[src/rtl/uart_tx_scheduler.sv]
// uart_tx_scheduler: shares the UART TX port between a buffered ADS frame stream and a single register-response slot
module uart_tx_scheduler #(
    parameter int          ADS_FIFO_DEPTH = 4,
    parameter logic [7:0]  HDR_ADS        = 8'hAA,
    parameter logic [7:0]  HDR_ADS_REG    = 8'h61,
    parameter logic [7:0]  HDR_MPR_REG    = 8'h6D
) (
    input  logic        i_CLK,
    input  logic        i_RSTN,
    input  logic [55:0] i_ADS_DATA,
    input  logic        i_ADS_VALID,
    input  logic        i_STREAM_EN,
    input  logic [23:0] i_REG_DATA,
    input  logic        i_REG_VALID,
    output logic        o_REG_READY,
    output logic [55:0] o_UART_DATA_TX,
    output logic        o_UART_DATA_TX_VALID,
    input  logic        i_UART_DATA_TX_READY,
    output logic [3:0]  o_ADS_LEVEL,
    output logic [7:0]  o_ADS_DROP_CNT,
    output logic        o_HDR_ERR,
    output logic        o_BUSY
);
    localparam int         AW    = $clog2(ADS_FIFO_DEPTH);
    localparam logic [3:0] DEPTH = 4'(ADS_FIFO_DEPTH);

    typedef enum logic [1:0] {ST_IDLE, ST_OFFER, ST_WAIT} state_t;

    state_t        state;
    logic [55:0]   mem [ADS_FIFO_DEPTH];
    logic [AW-1:0] wr_ptr, rd_ptr;
    logic [3:0]    level;
    logic [23:0]   reg_buf;
    logic          reg_full, r_ready_q;
    logic          ads_take, ads_bad, ads_pop, ads_wr, ads_drop, reg_take, reg_ok, reg_load;

    assign ads_take    = i_ADS_VALID && i_STREAM_EN && i_ADS_DATA[55:48] == HDR_ADS;
    assign ads_bad     = i_ADS_VALID && i_STREAM_EN && i_ADS_DATA[55:48] != HDR_ADS;
    assign reg_load    = state == ST_IDLE && reg_full;
    assign ads_pop     = state == ST_IDLE && !reg_full && i_STREAM_EN && level != 4'd0;
    assign ads_wr      = ads_take && (level < DEPTH || ads_pop);
    assign ads_drop    = ads_take && !ads_wr;
    assign reg_take    = i_REG_VALID && !reg_full;
    assign reg_ok      = i_REG_DATA[23:16] == HDR_ADS_REG || i_REG_DATA[23:16] == HDR_MPR_REG;
    assign o_REG_READY = !reg_full;
    assign o_ADS_LEVEL = level;
    assign o_BUSY      = state != ST_IDLE;

    // Frame storage; contents need no reset because level gates every read
    always_ff @(posedge i_CLK) begin
        if (ads_wr) mem[wr_ptr] <= i_ADS_DATA;
    end

    // FIFO pointers and occupancy, flushed whenever streaming is disabled; saturating drop counter
    always_ff @(posedge i_CLK or negedge i_RSTN) begin
        if (!i_RSTN) begin
            wr_ptr         <= '0;
            rd_ptr         <= '0;
            level          <= 4'd0;
            o_ADS_DROP_CNT <= 8'd0;
        end else begin
            if (!i_STREAM_EN) begin
                wr_ptr <= '0;
                rd_ptr <= '0;
                level  <= 4'd0;
            end else begin
                if (ads_wr) wr_ptr <= wr_ptr + 1'b1;
                if (ads_pop) rd_ptr <= rd_ptr + 1'b1;
                level <= level + 4'(ads_wr) - 4'(ads_pop);
            end
            if (ads_drop && o_ADS_DROP_CNT != 8'hFF) o_ADS_DROP_CNT <= o_ADS_DROP_CNT + 8'd1;
        end
    end

    // Single-entry register-response buffer; freed the cycle the FSM loads it
    always_ff @(posedge i_CLK or negedge i_RSTN) begin
        if (!i_RSTN) begin
            reg_full <= 1'b0;
            reg_buf  <= 24'd0;
        end else if (reg_load) begin
            reg_full <= 1'b0;
        end else if (reg_take && reg_ok) begin
            reg_full <= 1'b1;
            reg_buf  <= i_REG_DATA;
        end
    end

    // Header-error pulse and the delayed READY used to detect the controller's accept edge
    always_ff @(posedge i_CLK or negedge i_RSTN) begin
        if (!i_RSTN) begin
            o_HDR_ERR <= 1'b0;
            r_ready_q <= 1'b0;
        end else begin
            o_HDR_ERR <= ads_bad || (reg_take && !reg_ok);
            r_ready_q <= i_UART_DATA_TX_READY;
        end
    end

    // Offer/acknowledge FSM: a READY high-to-low transition while offering is the accept
    always_ff @(posedge i_CLK or negedge i_RSTN) begin
        if (!i_RSTN) begin
            state                <= ST_IDLE;
            o_UART_DATA_TX       <= 56'd0;
            o_UART_DATA_TX_VALID <= 1'b0;
        end else begin
            case (state)
                ST_IDLE: begin
                    if (reg_load) begin
                        o_UART_DATA_TX       <= {reg_buf, 32'd0};
                        o_UART_DATA_TX_VALID <= 1'b1;
                        state                <= ST_OFFER;
                    end else if (ads_pop) begin
                        o_UART_DATA_TX       <= mem[rd_ptr];
                        o_UART_DATA_TX_VALID <= 1'b1;
                        state                <= ST_OFFER;
                    end
                end
                ST_OFFER: begin
                    if (r_ready_q && !i_UART_DATA_TX_READY) begin
                        o_UART_DATA_TX       <= 56'd0;
                        o_UART_DATA_TX_VALID <= 1'b0;
                        state                <= ST_WAIT;
                    end
                end
                ST_WAIT: begin
                    if (i_UART_DATA_TX_READY) state <= ST_IDLE;
                end
                default: state <= ST_IDLE;
            endcase
        end
    end
endmodule

[config.mk]
export PLATFORM = sky130hd
export DESIGN_NAME = uart_tx_scheduler
export DESIGN_NICKNAME = d
export VERILOG_FILES = /design/src/rtl/uart_tx_scheduler.sv
export SDC_FILE = /design/constraint.sdc
export NUM_CORES = 1
export LEC_CHECK = 0
export BUFFER_PORTS_ARGS = -buffer_cell sky130_fd_sc_hd__buf_2
export CAP_MARGIN = 15
export CORE_ASPECT_RATIO = 1.5
export CORE_MARGIN = 4
export CORE_UTILIZATION = 50
export CTS_CLUSTER_SIZE = 28
export DETAILED_ROUTE_END_ITERATION = 16
export GPL_ROUTABILITY_DRIVEN = 0
export GPL_TIMING_DRIVEN = 1
export PLACE_DENSITY = 0.71
export SLEW_MARGIN = 40
export SYNTH_ARGS = -nofsm -noshare
export SYNTH_HDL_FRONTEND = slang
export SYNTH_SLANG_ARGS = --single-unit
[constraint.sdc]
create_clock -name i_CLK -period 3.4 [get_ports i_CLK]
set_clock_uncertainty 0.15 [all_clocks]
set_input_delay 0.34 -clock i_CLK [delete_from_list [all_inputs] [get_ports i_CLK]]
set_output_delay 0.34 -clock i_CLK [all_outputs]
set_load 0.05 [all_outputs]
## Word-level counts from Yosys, hierarchy flattened

Memory sizes are Yosys's and may differ from the RTL's.
Cells that the tools add are included.

| operators by class | value |
|---|---|
| $lt $le $gt $ge | 1 |
| divide/modulo/power cells | 0 |
| multiply operators | 0 |
| mux-type cells | 22 |
| add/subtract/negate cells | 5 |
| reduce and logical (&&, ||, !) cells | 29 |
| bitwise gates (word level) | 1 |
| equal/unequal tests | 12 |
| shift-type cells | 0 |

Operator list:

| cell | count |
|---|---|
| $mux 56 | 3 |
| $pmux 56 s2 | 1 |
| $eq 8x7->1 const B | 2 |
| $mux 2 | 8 |
| $ne 8x8->1 const B | 2 |
| $logic_and 1x1->1 | 14 |
| $add 8x1->8 const B | 1 |
| $eq 8x8->1 const B | 1 |
| $mux 1 | 7 |
| $pmux 2 s3 | 1 |
| $reduce_and 3->1 | 2 |
| $reduce_bool 2->1 | 3 |
| $add 2x1->2 const B | 2 |
| $add 4x1->4 | 1 |
| $logic_not 1->1 | 4 |
| $lt 4x3->1 const B | 1 |
| $mux 4 | 1 |
| $ne 2x1->1 const B | 2 |
| $ne 2x2->1 const B | 2 |
| $reduce_bool 4->1 | 1 |
| $sub 4x1->4 | 1 |
| $logic_or 1x1->1 | 3 |
| $ne 3x3->1 const B | 1 |
| $eq 2x1->1 const B | 1 |
| other kinds (5) | 5 |

| storage, ports and cells | value |
|---|---|
| register bits | 102 |
| memory bits (writable) | 224 |
| memory bits (read-only) | 0 |
| latch bits | 0 |
| output and inout port bits | 72 |
| input port bits | 86 |
| memories kept | 1 |

Memories:

| memory | depth | width | read ports | clocked after Yosys merged registers in | write ports | RTL line | source |
|---|---|---|---|---|---|---|---|
| mem | 4 | 56 | 1 | 0 | 1 | 30 | `logic [55:0] mem [ADS_FIFO_DEPTH];` |

## Longest topological paths before layout

Gate-level depths: netlist of run 1.

| logic depth | value |
|---|---|
| word-level depth | 9 |
| gate-level depth with buffers | 14 |

## Worst setup path before layout of run 1

Ideal clock, no wire load.

| timing path | value |
|---|---|
| kind | register -> register |
| start point | register level[2] (netlist: o_ADS_LEVEL[2]) |
| end point | memory mem[0][0], enable pin |
| path buffers | 2 |
| path slack | -0.094 ns |
| data required time | 2.830 ns |
| cell stages (with the launch flop) | 8 |
| setup time | 0.420 ns |
| arrival time | 2.924 ns |
| cell sequence | dfrtp_1 > inv_1 > ha_1 > or3b_1 > buf_2 > a21o_1 > buf_6 > and3_1 |

| on the way | value |
|---|---|
| longest elaborated chain between the ends | 6 |
| elaborated cells between the ends (all ways) | 7 |
| classes of those cells | order compare (1); mux (2); reduce/logical (4) |

Ends and longest elaborated chain:

| element | RTL line | source |
|---|---|---|
| from (decl) | 32 | `logic [3:0] level;` |
| from (signal assigned) | 69 | `level <= level + 4'(ads_wr) - 4'(ads_pop);` |
| parallel branches: the longest is 2 deep, another holds $lt 4x3->1 | -- |  |
| $logic_or 1x1->1 (*) | 41 | `assign ads_wr = ads_take && (level < DEPTH \|\| ads_pop);` |
| $logic_and 1x1->1 (*) | 41 |  |
| $mux 1 (*) | 51 | `if (ads_wr) mem[wr_ptr] <= i_ADS_DATA;` |
| $mux 1 (implied by the code) (*) | 51 |  |
| to (decl) | 30 |  |

Mark *: on every way between the ends.

## Worst setup path after layout of run 1

| timing path | value |
|---|---|
| start point | input i_ADS_DATA[48] |
| end point | register level[2] (netlist: o_ADS_LEVEL[2]) |

| on the way | value |
|---|---|
| longest elaborated chain between the ends | 6 |

Ends and longest elaborated chain:

| element | RTL line | source |
|---|---|---|
| from (decl) | 10 | `input logic [55:0] i_ADS_DATA,` |
| $eq 8x8->1 | 37 | `assign ads_take = i_ADS_VALID && i_STREAM_EN && i_ADS_DATA[55:48] == HDR_ADS;` |
| $logic_and 1x1->1 | 37 |  |
| $logic_and 1x1->1 | 41 |  |
| $add 4x1->4 | 69 |  |
| $sub 4x1->4 | 69 |  |
| $mux 4 | 62 | `if (!i_STREAM_EN) begin` |

No other way between the ends.
A chain may end at the register's enable or synchronous reset.

==> results by group, run 1 <==
Final layout
  • Final nets: 994
  • Ratio of cells with drive above 1 in the final layout: 0.3431
  • P&R area growth vs syn: 24.89%

Drt
  • Via count: 6892
  • WL/cell: 21.90 um
  • Post-DRT Antenna Nets: 0
  • Wirelength, routed: 27.24 mm
  • Drt drc: 0
  • DRT iter0 DRCs: 513
  • DR pass1 iterations: 5
  • Post-DR vias/cell: 5.540

Floorplanning
  • Initial core utilization: 0.5075
  • Die width: 136.4 um
  • Core area: 24350 um2
  • # IOs: 158
  • Cell row count: 70
  • Die area: 27350 um2
  • Die Y: 200.5 um

Setup path
  • Arrival @ worst endpoint: 2.97 ns
  • Worst Setup Path Type: in -> reg
  • Slowest-stage cell, CP: dlygate4sd3_1
  • Critical Path Most Common Cell: nand2_1
  • FF-to-FF End: mem[0][15]$_DFFE_PP_
  • Worst Setup SP: i_ADS_DATA[48]
  • Worst r2r src: state[1]$_DFFE_PN0P_
  • Largest stage delay, worst path: 0.54 ns
  • Critical path endpoint: o_ADS_LEVEL[2]$_DFF_PN0_
  • Startpoint types: input pin
  • Reg-to-reg slack, setup: 0.78 ns
  • Delay-heaviest family, CP: simple AND/OR/NAND/NOR gates
  • Worst Setup End Kind: flip-flop
  • R2r worst-path depth: 4
  • Crit path max fanout: 6
  • Logic depth of the worst path, buffers included: 10
  • Buf/Inv on CP: 2
  • Crit path required time: 3.67 ns
  • Worst-path cell chain: dlygate4sd3_1 > buf_2 > nand4bb_1 > or3_1 > nand2_1 > nand2_1 > ha_1 > fa_1 > xnor2_1 > nor2_1

Timing
  • Final Cycle Share: 0.7948
  • Fmax: 0.3701 GHz
  • Post-route minimum period: 2.702 ns
  • Final Max Slew Viols: 0
  • RSZ-0062 raised after global routing: no
  • Fin. Hold Viols: 0
  • Setup_tns: 0 ns
  • Least-Margin Pin Slew: 0.7590 ns
  • Rel. slew slack: 0.4940
  • Final setup fails: 0

Logic synthesis
  • Register area share after synthesis: 0.7509
  • Distinct cells, synth: 44
  • EDFF count, synth: 224
  • Most numerous cell in the Yosys netlist: edfxtp_1
  • Synth Cell Area: 12360 um2
  • Post-synth top area share: 0.5443
  • Synthesized area per cell: 19.07 um2
  • Area contributors post-synth: edfxtp_1 (54%), dfrtp_1 (21%), mux4_2 (10%)
  • Area leader, netlist: edfxtp_1
  • Warnings, synthesis: 0
  • Ys async rst share: 0.3129
  • Net Count, Synth: 745
  • Commonest cells post-synth: edfxtp_1 (224), dfrtp_1 (102), mux4_2 (56)
  • Primary FF master, synth: edfxtp_1
  • Flops & latches, synth: 326
  • Syn Inst Count: 648

Clock network
  • Setup Buffers After CTS: 0
  • Inserted Clock Buffers: 29
  • CTS clock-pin slew for the worst setup and hold paths: 0.07 ns
  • TritonCTS Sinks: 326
  • Clock root cell: clkbuf_16
  • CTS tree: built
  • Clock Latency Late Sink: 0.54 ns
  • H-tree Lvls: 1
  • Clock buffer depth: 3

Global routing
  • Global-route wire length before repair: 42.86 mm
  • Vias in the first global route: 7572
  • Largest net degree at the start of global routing: 62
  • GRT overflow: 0
  • Overall Global Routing Usage: 0.2032
  • Antenna violations before repair: 2

Placed design
  • Port Buffers: 157
  • DP HPWL: 17.06 mm

Power and ir drop
  • P_leak: 5.924 nW
  • Power Total: 0.01122 W
  • Power Density: 727.3 nW/um2
  • Peak VDD IR: 0.5532 mV

Flow run
  • Max-cap viol count: 0

Run status
  • Outcome: finished, final reports clean

Worst hold path
  • Hold crit path type: in -> reg
[cell type report]
| type | instances | area, um2 |
|---|---|---|
| Timing Repair Buffer | 254 | 1838 |
| Multi-Input combinational cell | 276 | 2885 |
| Fill cell | 1760 | 8916 |
| Clock buffer | 34 | 774.5 |
| Tap cell | 324 | 405.4 |
| Antenna cell | 2 | 5.005 |
| Clock inverter | 18 | 202.7 |
| Sequential cell | 326 | 9284 |
| Inverter | 10 | 37.54 |
[cell families (layout without fill, tap and decap cells)]
group                      after synthesis  in the layout  synth area share
AOI/OAI and AO/OA                       99             99           0.05984
DFF                                    326            326            0.7509
buffers and inverters                   46            316           0.01650
adders and majority gates               11             11           0.01175
other                                    0              2                 0
xor gates and xnor gates                 7              7          0.004962
and+or+nand+nor                         82             82           0.03483
muxes                                   77             77            0.1212
[registers in the layout (all words and copies together), names as in the netlist]
signal,flops
state,2
r_ready_q,1
o_UART_DATA_TX_VALID,1
rd_ptr,2
o_UART_DATA_TX,56
wr_ptr,2
reg_full,1
o_ADS_DROP_CNT,8
reg_buf,24
o_ADS_LEVEL,4
mem,224
o_HDR_ERR,1
[routing by layer]
metal / GRT usage / part of all wire / up-vias / routed length [um]
met3: 0.02808 / 0.052 / 48 / 1414
li1: - / - / 3084 / -
met4: 0.06520 / 0.029 / 0 / 792
met5: 0 / 0 / - / 0
met2: 0.3579 / 0.53 / 227 / 14500
met1: 0.2596 / 0.39 / 3533 / 10540
[power breakdown]
part | leakage [nW] | switching (W) | internal [W]
Clock | 0.479 | 0.00141 | 0.00193
Sequential | 3.38 | 0.000338 | 0.00455
Combinational | 2.07 | 0.00187 | 0.00112
[tightest hold or removal path: stages]
cell     delay [ns]
buf_2          0.10
nand2_1        0.14
o32ai_1        0.10
[worst min path at each step]
stage,from,endpoint,slack [ns],cells after the start
after floorplan,i_RSTN,o_ADS_DROP_CNT[0]$_DFFE_PN0P_,-0.11,0
after global placement,reg_buf[16]$_DFFE_PN0P_,reg_buf[16]$_DFFE_PN0P_,0.30,1
after detailed placement,reg_buf[22]$_DFFE_PN0P_,reg_buf[22]$_DFFE_PN0P_,0.32,1
after CTS,i_ADS_VALID,o_HDR_ERR$_DFF_PN0_,0.03,3
after global routing,i_ADS_VALID,o_HDR_ERR$_DFF_PN0_,0.06,3
final,i_ADS_VALID,o_HDR_ERR$_DFF_PN0_,0.05,3
[through the flow]
step | hold slack, ns | util | setup WS, ns | area, um2 | cells
2_1_floorplan | -0.1056 | - | 0.4427 | 12360 | 648
3_3_place_gp | 0.3028 | 0.5608 | 0.8016 | 13660 | 1112
3_5_place_dp | 0.3167 | 0.5617 | 0.7539 | 13680 | 1113
4_1_cts | 0.03347 | 0.6335 | 0.7505 | 15420 | 1242
5_1_grt | 0.06450 | 0.6338 | 0.5818 | 15430 | 1244
6_report | 0.04709 | 0.6338 | 0.6978 | 15430 | 1244
[placed cells by master (no fill, tap or decap), types with 3 or more instances in the layout]
cell and count:
edfxtp_1 224, buf_2 156, dfrtp_1 100, dlygate4sd3_1 77
mux4_2 56, a22o_1 32, nor2_1 30, a21oi_1 29
clkbuf_16 29, o2bb2ai_1 25, mux2_2 21, nand2_1 11
inv_1 10, ha_1 10, buf_12 10, buf_4 10
nand3_1 7, clkinv_2 6, and2_1 5, xor2_1 5
and3_2 4, nand2b_1 4, bufinv_16 4, nand4bb_1 3
nor3_1 3, nor4_1 3, o21ai_0 3, clkbuf_8 3
clkinv_1 3
[repair_timing]
item | in CTS | in global routing
hold buffers | 77 | 0
hold endpoints to repair | 307 | 0
gates resized for setup | 0 | 0
No activity file was read; power rests on OpenSTA's default activity.
==> run 2: changes to the inputs <==
--- a/config.mk
+++ b/config.mk
@@ -5,6 +5,7 @@
 export SDC_FILE = /design/constraint.sdc
 export NUM_CORES = 1
 export LEC_CHECK = 0
+export ABC_AREA = 1
 export BUFFER_PORTS_ARGS = -buffer_cell sky130_fd_sc_hd__buf_2
 export CAP_MARGIN = 15
 export CORE_ASPECT_RATIO = 1.5
==> constraint.sdc (replaced) <==
create_clock -name i_CLK -period 2.85 [get_ports i_CLK]
set_clock_uncertainty 0.15 [all_clocks]
set_input_delay 0.285 -clock i_CLK [delete_from_list [all_inputs] [get_ports i_CLK]]
set_output_delay 0.285 -clock i_CLK [all_outputs]
set_load 0.05 [all_outputs]
==> results by group, run 2 <==
Clock network
  • H-tree Lvls: 1 (unchanged)
  • TritonCTS Sinks: 326 (unchanged)
  • CTS tree: built
  • Clock root cell: clkbuf_16
  • Inserted Clock Buffers: 29 (unchanged)
  • Clock buffer depth: 3 (unchanged)
  • CTS clock-pin slew for the worst setup and hold paths: 0.06 ns (about the same)
  • Clock Latency Late Sink: 0.54 ns (about the same)
  • Setup Buffers After CTS: 0 (unchanged)

Drt
  • Post-DRT Antenna Nets: 0 (unchanged)
  • Wirelength, routed: 28.82 mm (+5.8%)
  • Via count: 9077 (+32%)
  • DR pass1 iterations: 5 (unchanged)
  • Post-DR vias/cell: 5.143 (-7.2%)
  • Drt drc: 0 (unchanged)
  • WL/cell: 16.33 um (-25%)
  • DRT iter0 DRCs: 613 (+19%)

Floorplanning
  • Initial core utilization: 0.5070 (-0.0005339)
  • Cell row count: 72 (+2.9%)
  • Die width: 140.2 um (+2.8%)
  • Die area: 28920 um2 (+5.8%)
  • # IOs: 158 (unchanged)
  • Core area: 25850 um2 (+6.2%)
  • Die Y: 206.3 um (+2.9%)

Power and ir drop
  • Sw frac: 0.3647 (+0.04241)
  • Clock network fraction of design power: 0.279 (-0.019)
  • Int Pwr: 0.008915 W (+17%)
  • Part of the power in combinational logic: 0.318 (+0.051)
  • Peak VDD IR: 0.6702 mV (+21%)
  • Sw power: 0.005118 W (+41%)
  • Reg power frac: 0.402 (-0.033)
  • P_leak: 6.772 nW (+14%)
  • Power Density: 875.5 nW/um2 (+20%)

Final layout
  • Max reg flops: 224 (unchanged)
  • Largest register by flop count: mem
  • Final nets: 1507 (+52%)
  • Most common cell after layout, fill and taps aside: nand2_1
  • Commonest non-fill, non-tap cells in the layout: nand2_1 (440), edfxtp_1 (224), nand3_1 (162)
  • Final instance area: 16030 um2 (+3.9%)
  • Ant. Diodes: 0 (-2)
  • Post-Layout Cell Count: 1765 (+42%)
  • Biggest regs: mem (224), o_UART_DATA_TX (56), reg_buf (24)
  • P&R area growth vs syn: 22.29%
  • Ratio of cells with drive above 1 in the final layout: 0.1725 (-0.1707)
  • Final core utilization: 0.6200 (-0.01385)

Logic synthesis
  • Net Count, Synth: 1280 (+72%)
  • Commonest cells post-synth: nand2_1 (442), edfxtp_1 (224), nand3_1 (162)
  • Flops & latches, synth: 326 (unchanged)
  • Register area share after synthesis: 0.7079 (-0.04301)
  • Primary FF master, synth: edfxtp_1
  • Most numerous cell in the Yosys netlist: nand2_1
  • Area contributors post-synth: edfxtp_1 (51%), dfrtp_1 (19%), nand2_1 (13%)
  • Area leader, netlist: edfxtp_1
  • Ys async rst share: 0.3129 (unchanged)
  • Post-synth top area share: 0.5132 (-0.03118)
  • Distinct cells, synth: 28 (-36%)
  • EDFF count, synth: 224 (unchanged)
  • Warnings, synthesis: 0 (unchanged)
  • Synthesized area per cell: 11.08 um2 (-42%)
  • Synth Cell Area: 13110 um2 (+6.1%)
  • Syn Inst Count: 1183 (+83%)

Timing
  • Setup_tns: 0 ns (unchanged)
  • Least-Margin Pin Slew: 0.7449 ns (-0.01410 ns)
  • Fin. Hold Viols: 0 (unchanged)
  • Fmax: 0.4096 GHz
  • Rel. slew slack: 0.5034 (+0.009398)
  • Final Cycle Share: 0.8567
  • Final Max Slew Viols: 0 (unchanged)
  • Post-route minimum period: 2.442 ns
  • RSZ-0062 raised after global routing: no
  • Final setup fails: 0 (unchanged)

Placed design
  • Port Buffers: 157 (unchanged)
  • Cell Area, Placed: 14290 um2 (+4.5%)
  • DP HPWL: 17.77 mm (+4.2%)
  • Placed insts: 1634 (+47%)

Worst hold path
  • Hold crit path type: in -> async

Global routing
  • Global-route wire length before repair: 46.20 mm (+7.8%)
  • GRT overflow: 0 (unchanged)
  • Vias in the first global route: 9066 (+20%)
  • Overall Global Routing Usage: 0.1984 (-0.004798)
  • Largest net degree at the start of global routing: 59 (-4.8%)
  • Antenna violations before repair: 0 (-2)

Setup path
  • Worst Setup End Kind: flip-flop
  • Reg-to-reg slack, setup: 0.51 ns (-0.27 ns)
  • Worst r2r src: o_ADS_LEVEL[2]$_DFF_PN0_
  • Crit path max fanout: 5 (-1)
  • Arrival @ worst endpoint: 2.76 ns (-0.21 ns)
  • R2r worst-path depth: 8 (+4)
  • Worst Setup Path Type: in -> reg
  • Crit path required time: 3.17 ns (-0.50 ns)
  • Startpoint types: input pin
  • FF-to-FF End: mem[0][13]$_DFFE_PP_

Flow run
  • Max-cap viol count: 0 (unchanged)

Run status
  • Outcome: finished, final reports clean
-- run 2: metal layers --
layer | wire length [um] | global-route usage | part of all wire | up-vias
met5 | 0 | 0 | 0 | -
met2 | 14670 | 0.3551 | 0.51 | 259
met1 | 11760 | 0.2485 | 0.41 | 4328
met4 | 861 | 0.06891 | 0.030 | 0
li1 | - | - | - | 4431
met3 | 1526 | 0.02546 | 0.053 | 59
-- run 2: kinds of logic after synthesis --
family / synth area share
simple gates: 0.2091
buf+inv: 0.04152
xor+xnor: 0.001337
compound gates: 0.02902
fa+ha+maj: 0.01107
flops: 0.7079
-- run 2: critical path, stage by stage --
cell,delay (ns)
dlygate4sd3_1,0.55
buf_2,0.16
inv_1,0.05
nand2_1,0.04
nor2_1,0.17
nand2_1,0.18
o21ai_0,0.41
nand2_1,0.11
ha_1,0.22
fa_1,0.38
nand2_1,0.08
nand2_1,0.04
nor2_1,0.08
-- run 2: repair_timing --
item	in CTS	in global routing
hold endpoints to repair	354	0
hold buffers	78	0
gates resized for setup	0	0
-- run 2: worst max path at each step --
stage / from / end / slack (ns) / cells past startpoint
after global routing: i_ADS_DATA[52] / o_ADS_LEVEL[2]$_DFF_PN0_ / 0.25 / 13
after detailed placement: i_ADS_DATA[52] / o_ADS_LEVEL[2]$_DFF_PN0_ / 0.46 / 12
after CTS: i_ADS_DATA[52] / o_ADS_LEVEL[2]$_DFF_PN0_ / 0.45 / 13
after global placement: i_ADS_DATA[54] / o_ADS_LEVEL[2]$_DFF_PN0_ / 0.48 / 12
final: i_ADS_DATA[52] / o_ADS_LEVEL[2]$_DFF_PN0_ / 0.41 / 13
after floorplan: o_ADS_LEVEL[2]$_DFF_PN0_ / mem[0][0]$_DFFE_PP_ / 0.03 / 7
-- run 2: final cells by class --
class | count | area [um2]
fillers | 2045 | 9826
clock inverters | 16 | 182.7
repair buffers | 255 | 1819
flip-flops and latches | 326 | 9286
multi-input cells | 739 | 3324
well taps | 333 | 416.7
clock buffers | 37 | 775.7
inverters | 59 | 224.0
-- run 2: metrics by stage --
stage	power, W	setup slack (ns)	hold slack [ns]
CTS	0.01414	0.4538	0.03427
global placement	0.01005	0.4778	0.06000
global route	0.01481	0.2543	0.05566
finish	0.01403	0.4083	0.04520
floorplan	0.009005	0.03317	-0.1606
detailed placement	0.01015	0.4594	0.06221
-- run 2: power groups by stage --
stage	clock [W]	combinational, W	sequential, W
global route	0.00419	0.00493	0.00568
finish	0.00392	0.00447	0.00565
floorplan	0	0.00237	0.00663
detailed placement	0	0.00440	0.00574
CTS	0.00398	0.00451	0.00565
global placement	0	0.00432	0.00573
==> run 3: changes to the inputs <==
--- a/config.mk
+++ b/config.mk
@@ -10,12 +10,13 @@
 export CAP_MARGIN = 15
 export CORE_ASPECT_RATIO = 1.5
 export CORE_MARGIN = 4
-export CORE_UTILIZATION = 50
+export CORE_UTILIZATION = 58
 export CTS_CLUSTER_SIZE = 28
 export DETAILED_ROUTE_END_ITERATION = 16
 export GPL_ROUTABILITY_DRIVEN = 0
 export GPL_TIMING_DRIVEN = 1
-export PLACE_DENSITY = 0.71
+export PLACE_DENSITY = 0.81
+export SKIP_LAST_GASP = 1
 export SLEW_MARGIN = 40
 export SYNTH_ARGS = -nofsm -noshare
 export SYNTH_HDL_FRONTEND = slang
==> results by group, run 3 (synthesized netlist as in run 2, its figures left out) <==
Run status
  • Outcome: finished, final reports clean

Power and ir drop
  • Power Density: 886.0 nW/um2 (+1.2%)
  • Peak VDD IR: 0.6818 mV (+1.7%)
  • P_leak: 6.783 nW (+0.17%)

Clock network
  • Clock buffer depth: 3 (unchanged)
  • Clock Latency Late Sink: 0.54 ns (about the same)
  • H-tree Lvls: 1 (unchanged)
  • Clock root cell: clkbuf_16
  • Inserted Clock Buffers: 29 (unchanged)
  • CTS tree: built
  • TritonCTS Sinks: 326 (unchanged)
  • CTS clock-pin slew for the worst setup and hold paths: 0.07 ns (about the same)
  • Setup Buffers After CTS: 0 (unchanged)

Timing
  • Post-route minimum period: 2.411 ns (-0.03063 ns)
  • Setup_tns: 0 ns (unchanged)
  • Fmax: 0.4148 GHz (+1.3%)
  • Final Max Slew Viols: 0 (unchanged)
  • Final Cycle Share: 0.8460 (-0.01075)
  • Least-Margin Pin Slew: 0.7284 ns (-0.01647 ns)
  • RSZ-0062 raised after global routing: no
  • Minimum hold slack: 0.04700 ns (+0.001803 ns)
  • Fin. Hold Viols: 0 (unchanged)
  • Final setup fails: 0 (unchanged)
  • Rel. slew slack: 0.5144 (+0.01098)

Drt
  • WL/cell: 17.37 um (+6.4%)
  • Post-DRT Antenna Nets: 0 (unchanged)
  • DR pass1 iterations: 5 (unchanged)
  • Via count: 9321 (+2.7%)
  • Wirelength, routed: 29.69 mm (+3.0%)
  • Drt drc: 0 (unchanged)
  • Post-DR vias/cell: 5.454 (+6.1%)
  • DRT iter0 DRCs: 774 (+26%)

Setup path
  • Crit path max fanout: 4 (-1)
  • Worst r2r src: o_ADS_LEVEL[2]$_DFF_PN0_
  • Critical Path Most Common Cell: nand2_1
  • Worst Setup Path Type: reg -> reg
  • Worst Setup SP: o_ADS_LEVEL[2]$_DFF_PN0_
  • Slowest-stage cell, CP: dfrtp_2
  • Largest stage delay, worst path: 0.41 ns (-0.14 ns)
  • Reg-to-reg slack, setup: 0.44 ns (-0.07 ns)
  • Startpoint types: flip-flop
  • R2r worst-path depth: 12 (+4)
  • FF-to-FF End: o_ADS_LEVEL[2]$_DFF_PN0_
  • Worst-path cell chain: inv_2 > ha_1 > nand2_1 > nor2_2 > nor2_8 > o21ai_0 > nand2_1 > ha_1 > fa_1 > nand2_1 > nand2_1 > nor2_1
  • Worst Setup End Kind: flip-flop
  • Crit path required time: 3.17 ns (about the same)
  • Arrival @ worst endpoint: 2.73 ns (-0.03 ns)
  • Critical path endpoint: o_ADS_LEVEL[2]$_DFF_PN0_

Placed design
  • Port Buffers: 157 (unchanged)
  • DP HPWL: 17.40 mm (-2.1%)
  • Cell Area, Placed: 14200 um2 (-0.63%)

Final layout
  • Biggest regs: mem (224), o_UART_DATA_TX (56), reg_buf (24)
  • Ratio of cells with drive above 1 in the final layout: 0.1721 (-0.0003377)
  • Commonest non-fill, non-tap cells in the layout: nand2_1 (440), edfxtp_1 (224), nand3_1 (162)
  • Final core utilization: 0.7175 (+0.09757)
  • Largest register by flop count: mem
  • Most common cell after layout, fill and taps aside: nand2_1
  • P&R area growth vs syn: 22.07%
  • Max reg flops: 224 (unchanged)
  • Final nets: 1504 (-0.20%)
  • Final instance area: 16000 um2 (-0.18%)
  • Layout fillers: 1482 (-28%)

Global routing
  • Global-route wire length before repair: 47.33 mm (+2.5%)
  • Largest net degree at the start of global routing: 114 (+93%)
  • Vias in the first global route: 9430 (+4.0%)
  • Overall Global Routing Usage: 0.2386 (+0.04023)
  • Antenna violations before repair: 4 (+4)
  • GRT overflow: 0 (unchanged)

Floorplanning
  • Die Y: 192.1 um (-6.9%)
  • Die area: 25120 um2 (-13%)
  • Initial core utilization: 0.5878 (+0.08084)
  • # IOs: 158 (unchanged)
  • Core area: 22300 um2 (-14%)
  • Cell row count: 67 (-6.9%)
  • Die width: 130.7 um (-6.7%)

Worst hold path
  • Hold crit path type: in -> reg

Flow run
  • Max-cap viol count: 0 (unchanged)
==> run 3: changes by cell type in the layout (fill, tap and decap cells not counted) <==
cell / before / now
clkbuf_4: 0 / 1
buf_4: 13 / 7
buf_12: 8 / 9
clkinvlp_4: 3 / 1
bufinv_16: 4 / 3
clkbuf_8: 2 / 9
dlygate4sd3_1: 78 / 79
diode_2: 0 / 4
clkinv_2: 5 / 4
buf_6: 0 / 1
clkinv_1: 4 / 1
inv_4: 1 / 0
==> run 3: report_power, final <==
part | switching [W] | leakage (nW) | internal [W]
Combinational | 0.00331 | 3.01 | 0.00120
Clock | 0.00165 | 0.490 | 0.00238
Sequential | 0.000197 | 3.28 | 0.00544
Total | 0.00516 | 6.78 | 0.00902
==> run 3: cell type report <==
| cell class | count | area, um2 | share of cell area |
|---|---|---|---|
| flip-flops and latches | 326 | 9286 | 0.5804 |
| multi-input cells | 739 | 3324 | 0.2078 |
| repair buffers | 252 | 1815 | 0.1135 |
| clock buffers | 45 | 879.6 | 0.05497 |
| well taps | 276 | 345.3 | 0.02158 |
| inverters | 59 | 222.7 | 0.01392 |
| clock inverters | 8 | 116.4 | 0.007272 |
| diodes | 4 | 10.01 | 0.0006256 |
==> run 3: worst min path at each step <==
stage                   start                       endpoint  slack [ns]  cells past startpoint
2_1_floorplan          i_RSTN  o_ADS_DROP_CNT[0]$_DFFE_PN0P_       -0.16                      0
3_3_place_gp           i_RSTN  o_ADS_DROP_CNT[5]$_DFFE_PN0P_        0.27                      1
3_5_place_dp           i_RSTN  o_ADS_DROP_CNT[5]$_DFFE_PN0P_        0.28                      1
4_1_cts        i_REG_DATA[23]        reg_buf[22]$_DFFE_PN0P_        0.04                      4
5_1_grt        i_REG_DATA[23]        reg_buf[22]$_DFFE_PN0P_        0.05                      4
6_report       i_REG_DATA[23]        reg_buf[22]$_DFFE_PN0P_        0.05                      4
==> run 3: per-stage QoR <==
| stage | worst slack (ns) | total power (W) | instances |
|---|---|---|---|
| finish | 0.4389 | 0.01418 | 1709 |
| detailed placement | 0.4974 | 0.01010 | 1573 |
| global placement | 0.5641 | 0.009962 | 1573 |
| floorplan | 0.03317 | 0.009005 | 1183 |
| CTS | 0.4658 | 0.01421 | 1705 |
| global route | 0.1734 | 0.01487 | 1709 |
==> run 3: routing by layer <==
metal / up-vias / global-route usage / part of all wire / routed length, um
met4: 0 / 0.08472 / 0.031 / 932
met1: 4480 / 0.2958 / 0.39 / 11450
met2: 343 / 0.4261 / 0.53 / 15600
met5: - / 0 / 0 / 0
li1: 4427 / - / - / -
met3: 71 / 0.03116 / 0.058 / 1708
==> run 3: worst max-delay path, delay by kind of cell (launching register included) <==
family | cells | cell delay, ns
AOI/OAI and AO/OA | 1 | 0.19
adders and majority gates | 3 | 0.77
buffers and inverters | 1 | 0.08
DFF | 1 | 0.41
and+or+nand+nor | 7 | 0.73
==> run 3: what timing repair did <==
action	4_1_cts	5_1_grt
endpoints found under the hold margin	310	0
resized for setup	0	0
hold buffers	79	0
